===== src/rtl/obstacle_spawner.sv =====
// Obstacle spawner: requests a packed batch of random numbers, then turns each
// number into an obstacle type plus a spawn gap measured in game-frame ticks.
module obstacle_spawner #(
    parameter int unsigned NUM_LEN   = 4,
    parameter int unsigned NUM_COUNT = 4,
    parameter int unsigned MIN_GAP   = 8
) (
    input  logic                         clock_i,
    input  logic                         reset_i,
    input  logic                         enable_i,
    input  logic                         clear_i,
    input  logic                         tick_i,
    input  logic                         bird_en_i,
    input  logic [NUM_LEN*NUM_COUNT-1:0] randoms_i,
    output logic                         start_o,
    output logic                         spawn_o,
    output logic [1:0]                   spawn_type_o,
    output logic [15:0]                  spawn_count_o
);

    localparam int unsigned IdxW = (NUM_COUNT > 1) ? $clog2(NUM_COUNT) : 1;

    typedef enum logic [2:0] {StIdle, StRequest, StLoad, StWait, StSpawn} state_e;

    state_e                       state_q;
    logic [NUM_LEN*NUM_COUNT-1:0] buf_q;
    logic [IdxW-1:0]              idx_q;
    logic [7:0]                   gap_cnt_q;
    logic                         start_q;
    logic                         spawn_q;
    logic [1:0]                   type_q;
    logic [15:0]                  count_q;

    logic [NUM_LEN-1:0] cur_num;
    logic [NUM_LEN-1:0] nxt_num;
    logic [IdxW-1:0]    idx_nxt;

    function automatic logic [7:0] gap_of(input logic [NUM_LEN-1:0] n);
        return 8'(MIN_GAP) + 8'(n[NUM_LEN-1:2]);
    endfunction

    function automatic logic [1:0] type_of(input logic [NUM_LEN-1:0] n, input logic bird_en);
        logic [1:0] t;
        t = n[1:0];
        if (!bird_en && t == 2'd3) begin
            t = 2'd0;
        end
        return t;
    endfunction

    // nxt_num is only consumed while idx_q < NUM_COUNT-1, so any wrap is harmless
    always_comb begin
        idx_nxt = idx_q + 1'b1;
        cur_num = buf_q[idx_q*NUM_LEN +: NUM_LEN];
        nxt_num = buf_q[idx_nxt*NUM_LEN +: NUM_LEN];
    end

    always_ff @(posedge clock_i) begin
        if (reset_i) begin
            state_q   <= StIdle;
            buf_q     <= '0;
            idx_q     <= '0;
            gap_cnt_q <= '0;
            start_q   <= 1'b0;
            spawn_q   <= 1'b0;
            type_q    <= 2'd0;
            count_q   <= 16'd0;
        end else begin
            start_q <= 1'b0;
            spawn_q <= 1'b0;
            if (clear_i && state_q != StIdle) begin
                state_q   <= StRequest;
                start_q   <= 1'b1;
                buf_q     <= '0;
                idx_q     <= '0;
                gap_cnt_q <= '0;
                count_q   <= 16'd0;
            end else begin
                if (clear_i) begin
                    count_q <= 16'd0;
                end
                unique case (state_q)
                    StIdle: begin
                        if (enable_i) begin
                            state_q <= StRequest;
                            start_q <= 1'b1;
                        end
                    end
                    StRequest: state_q <= StLoad;
                    StLoad: begin
                        buf_q     <= randoms_i;
                        idx_q     <= '0;
                        gap_cnt_q <= gap_of(randoms_i[NUM_LEN-1:0]);
                        state_q   <= StWait;
                    end
                    StWait: begin
                        if (tick_i && enable_i) begin
                            gap_cnt_q <= gap_cnt_q - 8'd1;
                            if (gap_cnt_q == 8'd1) begin
                                state_q <= StSpawn;
                                spawn_q <= 1'b1;
                                type_q  <= type_of(cur_num, bird_en_i);
                                if (count_q != 16'hFFFF) begin
                                    count_q <= count_q + 16'd1;
                                end
                            end
                        end
                    end
                    StSpawn: begin
                        if (32'(idx_q) < NUM_COUNT - 1) begin
                            idx_q     <= idx_nxt;
                            gap_cnt_q <= gap_of(nxt_num);
                            state_q   <= StWait;
                        end else begin
                            state_q <= StRequest;
                            start_q <= 1'b1;
                        end
                    end
                    default: state_q <= StIdle;
                endcase
            end
        end
    end

    assign start_o       = start_q;
    assign spawn_o       = spawn_q;
    assign spawn_type_o  = type_q;
    assign spawn_count_o = count_q;

endmodule

===== config.mk =====
export PLATFORM = sky130hd
export DESIGN_NAME = obstacle_spawner
export DESIGN_NICKNAME = d
export VERILOG_FILES = /design/src/rtl/obstacle_spawner.sv
export SDC_FILE = /design/constraint.sdc
export NUM_CORES = 1
export LEC_CHECK = 0
export ABC_AREA = 1
export BUFFER_PORTS_ARGS = -buffer_cell sky130_fd_sc_hd__buf_4
export CORE_ASPECT_RATIO = 0.5
export CORE_UTILIZATION = 35
export DETAILED_ROUTE_END_ITERATION = 12
export GPL_TIMING_DRIVEN = 0
export PLACE_DENSITY_LB_ADDON = 0.2
export SYNTH_ARGS = -nofsm -noshare
export SYNTH_HDL_FRONTEND = slang
export SYNTH_SLANG_ARGS = --single-unit

===== constraint.sdc =====
create_clock -name clock_i -period 2.13 [get_ports clock_i]
set_input_delay 0.213 -clock clock_i [delete_from_list [all_inputs] [get_ports clock_i]]
set_output_delay 0.213 -clock clock_i [all_outputs]
set_load 0.01 [all_outputs]

# Word level (Yosys, flattened, before mapping)
# Cells that the tools add are included.
dict set report word_totals {
  register_bits 49
  latch_bits 0
  mem_bits_rw 0
  romBits 0
  in_bits 22
  out_inout_bits 20
  word_cells 71
  n_memories 0
}
dict set report op_classes {
  addsub 5
  mul 0
  div 0
  magnitude_cmp 1
  n_eq_ne 14
  shifts 2
  mux 22
  bitwise 3
  n_reduce_logical 15
}
# operator count
set op_table {}
lappend op_table {{$mux W16} 5}
lappend op_table {{$pmux W8 S3} 1}
lappend op_table {{$add A16 B1 Y16 const B} 1}
lappend op_table {{$mux W8} 2}
lappend op_table {{$ne A16 B16 Y1 const B} 1}
lappend op_table {{$shiftx A16 B5 Y2} 1}
lappend op_table {{$shiftx A16 B5 Y4} 1}
lappend op_table {{$pmux W3 S5} 1}
lappend op_table {{$add A4 B2 Y5 const A} 2}
lappend op_table {{$mux W3} 3}
lappend op_table {{$ne A3 B3 Y1 const B} 3}
lappend op_table {{$reduce_and A3 Y1} 3}
lappend op_table {{$eq A8 B1 Y1 const B} 1}
lappend op_table {{$ne A2 B2 Y1 const B} 4}
lappend op_table {{$sub A8 B1 Y8 const B} 1}
lappend op_table {{$eq A3 B2 Y1 const B} 2}
lappend op_table {{$mux W2} 3}
lappend op_table {{$reduce_bool A3 Y1} 2}
lappend op_table {{$mux W1} 5}
lappend op_table {{$pmux W2 S2} 1}
lappend op_table {{$reduce_and A4 Y1} 1}
lappend op_table {{$reduce_or A4 Y1} 1}
lappend op_table {{$eq A3 B1 Y1 const B} 1}
lappend op_table {{$eq A3 B3 Y1 const B} 1}
lappend op_table {{11 further kinds} 15}

# Logic depth before layout (Yosys ltp)
dict set report logic_depth {
  word_depth 5
  ltp_mapped 10
  mapped_depth_nobuf 10
}

# Worst setup path before layout
# No wires, ideal clock.
dict set report synth_timing {
  path_kind {register -> register}
  startpoint {reg count_q[0] (netlist: spawn_count_o[0])}
  endpoint {reg count_q[3] (netlist: spawn_count_o[3])}
  setup_ns 0.117
  arrival_time_ns 1.438
  t_required_ns 2.013
  setup_slack_ns 0.575
  stages_incl_launch_ff 9
  n_path_buf 0
  synth_period_minus_slack_ns 1.555
  path_cell_list {dfxtp_1 -> ha_1 -> nand2_1 -> nor2_2 -> nand3_1 -> nor2_1 -> nor2_2 -> o21ai_0 -> nor2_1}
}
dict set report synth_between {
  elab_chain_cells 5
  word_cells_on_any_way 6
  classes_between {1 x add/sub; 1 x eq/ne; 4 x mux}
}
# item line_no
set synth_rtl {}
lappend synth_rtl {{start: declaration} 32} ;# logic [15:0] count_q;
lappend synth_rtl {{start signal: assignment} 104} ;# count_q <= count_q + 16'd1;
lappend synth_rtl {{$add A16 B1 Y16 or $ne A16 B16 Y1 (tied branches)} {104, 103}}
lappend synth_rtl {{$mux W16 *} 103} ;# if (count_q != 16'hFFFF) begin
lappend synth_rtl {{$mux W16 *} 99} ;# if (gap_cnt_q == 8'd1) begin
lappend synth_rtl {{$mux W16 *} 97} ;# if (tick_i && enable_i) begin
lappend synth_rtl {{$mux W16 *} 82} ;# unique case (state_q)
# Every way passes the cells marked *; elsewhere a longest branch is shown, timed or not.
# A chain may end at the register's enable or synchronous reset.

# Worst setup path in the final report
# Ends and elaborated chain as after synthesis.

==> flow_metrics.py <==
metrics = {
    "status": {
        "status": "complete, no violations",
    },
    "floorplanning": {
        "dieWidth_um": 126,
        "core-area_mm2": 0.00740,
        "die_height_um": 64.1,
        "dieArea_mm2": 0.00809,
        "num_rows": 22,
        "top_level_ports": 42,
        "start_util_pct": 36.5,
    },
    "cells_and_area": {
        "area_growth_pct": 22.9,
        "diodes": 0,
        "regArea_um2": 981,
        "final_common_cell": "nand2_1",
        "final_cell_mix": "nand2_1 (92), nor2_1 (52), dfxtp_1 (49)",
        "fillers": 792,
        "layout-drive-gt1-share_pct": 16.4,
        "nets": 488,
        "utilization_pct": 44.8,
        "multi_input_area_mm2": 0.00145,
    },
    "clock_tree": {
        "cts.htree.levels": 2,
        "cts_tree": "done",
        "post_cts_buffers": 0,
        "post_cts_resized": 0,
        "cts_buffers": 5,
        "cts.clk_slew.worst_paths_ps": 70,
        "clkSinkCount": 49,
        "cts_max_path_buffers": 2,
        "root_buffer": "clkbuf_16",
        "cts_hold_buf": 0,
        "clk_latency_ps": 300,
    },
    "hold_path": {
        "hold_class": "in -> reg",
        "holdCritStartpoint": "reset_i",
    },
    "critical_path": {
        "critPathKind": "reg -> reg",
        "path_max_fanout": 5,
        "worst_path_max_delay_cell": "dfxtp_1",
        "crit_path_start_kind": "flop",
        "cp-startpoint": "spawn_count_o[0]$_SDFF_PP0_",
        "r2r_start": "spawn_count_o[0]$_SDFF_PP0_",
        "path_delay_family": "simple AND/OR/NAND/NOR gates",
        "crit_chain": "ha_1, nand2_1, nor2_2, nand3_1, nor2_1, nor2_2, o21ai_0, nor2_1",
        "critical_path_arrival_ps": 1950,
        "cp.buffers_inverters": 0,
        "worst_ep_required_time_ps": 2320,
        "cp_slowest_stage_delay_ps": 390,
        "endpoint_kind": "flop",
    },
    "synthesis": {
        "syn_nets": 440,
        "yosys.area_share.simple_pct": 35.8,
        "ys_ff_latch": 49,
        "synthFlopType": "dfxtp_1",
        "synthMuxAreaShare_pct": 0,
        "synth_edf_count": 0,
        "synth_compound_area_share_pct": 14.6,
        "yosysSeqAreaShare_pct": 36.3,
        "synthAdderAreaFrac_pct": 1.85,
        "async_reset_ff_share_pct": 0,
        "syn_avg_cell_area_um2": 6.52,
        "synth_xor_area_share_pct": 1.62,
        "synth_top_area_share_pct": 36.3,
        "synth_top_family_by_area": "simple AND/OR/NAND/NOR gates",
        "yosys.area.top_type": "dfxtp_1",
        "synthCells": 414,
        "synth_area_leaders": "dfxtp_1 (36%), nand2_1 (13%), nand3_1 (8.2%)",
        "synth_cell_types": 32,
        "synthesis.area_mm2": 0.00270,
        "yosys_warnings": 0,
    },
    "place": {
        "place_congestion": 0.832,
        "port_buffers": 41,
        "hpwl_mm": 4.81,
    },
    "global_route": {
        "grtUsageTotal_pct": 17.5,
        "grt_pass1_wl_mm": 11.2,
        "antenna_found_initial": 0,
        "grt_overflow_total": 0,
        "grt_max_degree": 16,
        "grt_pass1_vias": 2369,
    },
    "pwr": {
        "p_leak_nw": 1.43,
        "vdd_drop_max_mv": 0.411,
        "power_density_mw_per_mm2": 727,
    },
    "drt": {
        "route.detailed.drc": 0,
        "ant_nets": 0,
        "post_drt_via_cell_ratio": 4.78,
        "drt_iter0_markers": 160,
        "vias": 2673,
        "routed_wl_mm": 6.52,
        "post_drt_wl_per_cell_um": 11.7,
        "drtPass1Iterations": 4,
    },
    "sta": {
        "slew_headroom_pct": 69.6,
        "worst_pin_slew_ps": 457,
        "clock_skew_ps": 9.08,
        "setup_viol": 0,
        "drv_slew": 0,
        "period_share_pct": 82.8,
        "rsz0062_at_grt": "no",
        "setup_tns_ps": 0,
        "hold_violations": 0,
        "min_period_ps": 1760,
        "clock.fmax_ghz": 0.567,
    },
    "run": {
        "cap_violations": 0,
    },
}
[kinds of logic (layout without fill, tap and decap cells)]
group	count (synthesis)	count (layout)
AOI/OAI and AO/OA	75	75
xor gates and xnor gates	5	5
buffers and inverters	64	113
DFF	49	49
and+or+nand+nor	217	217
adders and majority gates	4	4
[registers in the layout, indices dropped and copies added, names as in the netlist]
name / count
spawn_type_o: 2
idx_q: 2
spawn_count_o: 16
gap_cnt_q: 8
state_q: 3
start_o: 1
buf_q: 16
spawn_o: 1
[cell usage after synthesis, types with 2 or more instances]
library cell and number:
clkbuf_1 5, inv_2 4, nand2_1 92, xor2_1 4, nand3_1 44, nand2_2 6
o211ai_1 3, nand3_2 2, dfxtp_1 49, and3_1 2, ha_1 4, o21ai_0 26
buf_6 2, nor2_2 3, a31oi_1 2, nor2_1 52, inv_1 48, buf_2 3
a21oi_1 40, nor3_1 7, nand4_1 5
[worst paths after layout]
path / end / slack, ps / cells past startpoint
worst max-delay path: spawn_count_o[3]$_SDFF_PP0_ / 370 / 8
worst min-delay path: spawn_type_o[1]$_SDFFE_PP0P_ / 70 / 2
worst max register to register: spawn_count_o[3]$_SDFF_PP0_ / 370 / 8
worst min register to register: spawn_type_o[0]$_SDFFE_PP0P_ / 450 / 2
[report_power, final]
| group | internal, mW | switching, mW | leakage, nW | total, mW |
|---|---|---|---|---|
| registers | 0.953 | 0.0309 | 0.396 | 0.984 |
| clock network | 0.671 | 0.362 | 0.0938 | 1.03 |
| logic | 0.148 | 0.250 | 0.939 | 0.398 |
| total | 1.77 | 0.643 | 1.43 | 2.41 |
[layout make-up]
| class | count | area share, % |
|---|---|---|
| Sequential cell | 49 | 29.6 |
| Tap cell | 96 | 3.62 |
| Multi-Input combinational cell | 301 | 43.8 |
| Clock buffer | 5 | 3.77 |
| Clock inverter | 3 | 1.96 |
| Buffer | 12 | 2.15 |
| Timing Repair Buffer | 41 | 9.27 |
| Inverter | 52 | 5.88 |
[per-stage QoR]
stage | setup WS (ps) | power (mW) | hold slack [ps] | cells | area, um^2
after floorplan | 575 | 1.29 | 282 | 414 | 2700
after global placement | 381 | 1.40 | 383 | 551 | 3130
after detailed placement | 383 | 1.40 | 385 | 551 | 3130
after CTS | 367 | 2.45 | 65.1 | 559 | 3320
after global routing | 226 | 2.54 | 63.0 | 559 | 3320
final | 367 | 2.41 | 70.6 | 559 | 3320
[per-layer routing]
layer	global-route usage, %	wire [um]	up-vias	part of all wire (%)
met4	5.87	80	0	1.2
met2	26.0	2570	51	39
li1	-	-	1439	-
met1	24.7	3550	1176	54
met5	0	0	-	0
met3	4.02	317	7	4.9
(Power assumes the default switching activity.)
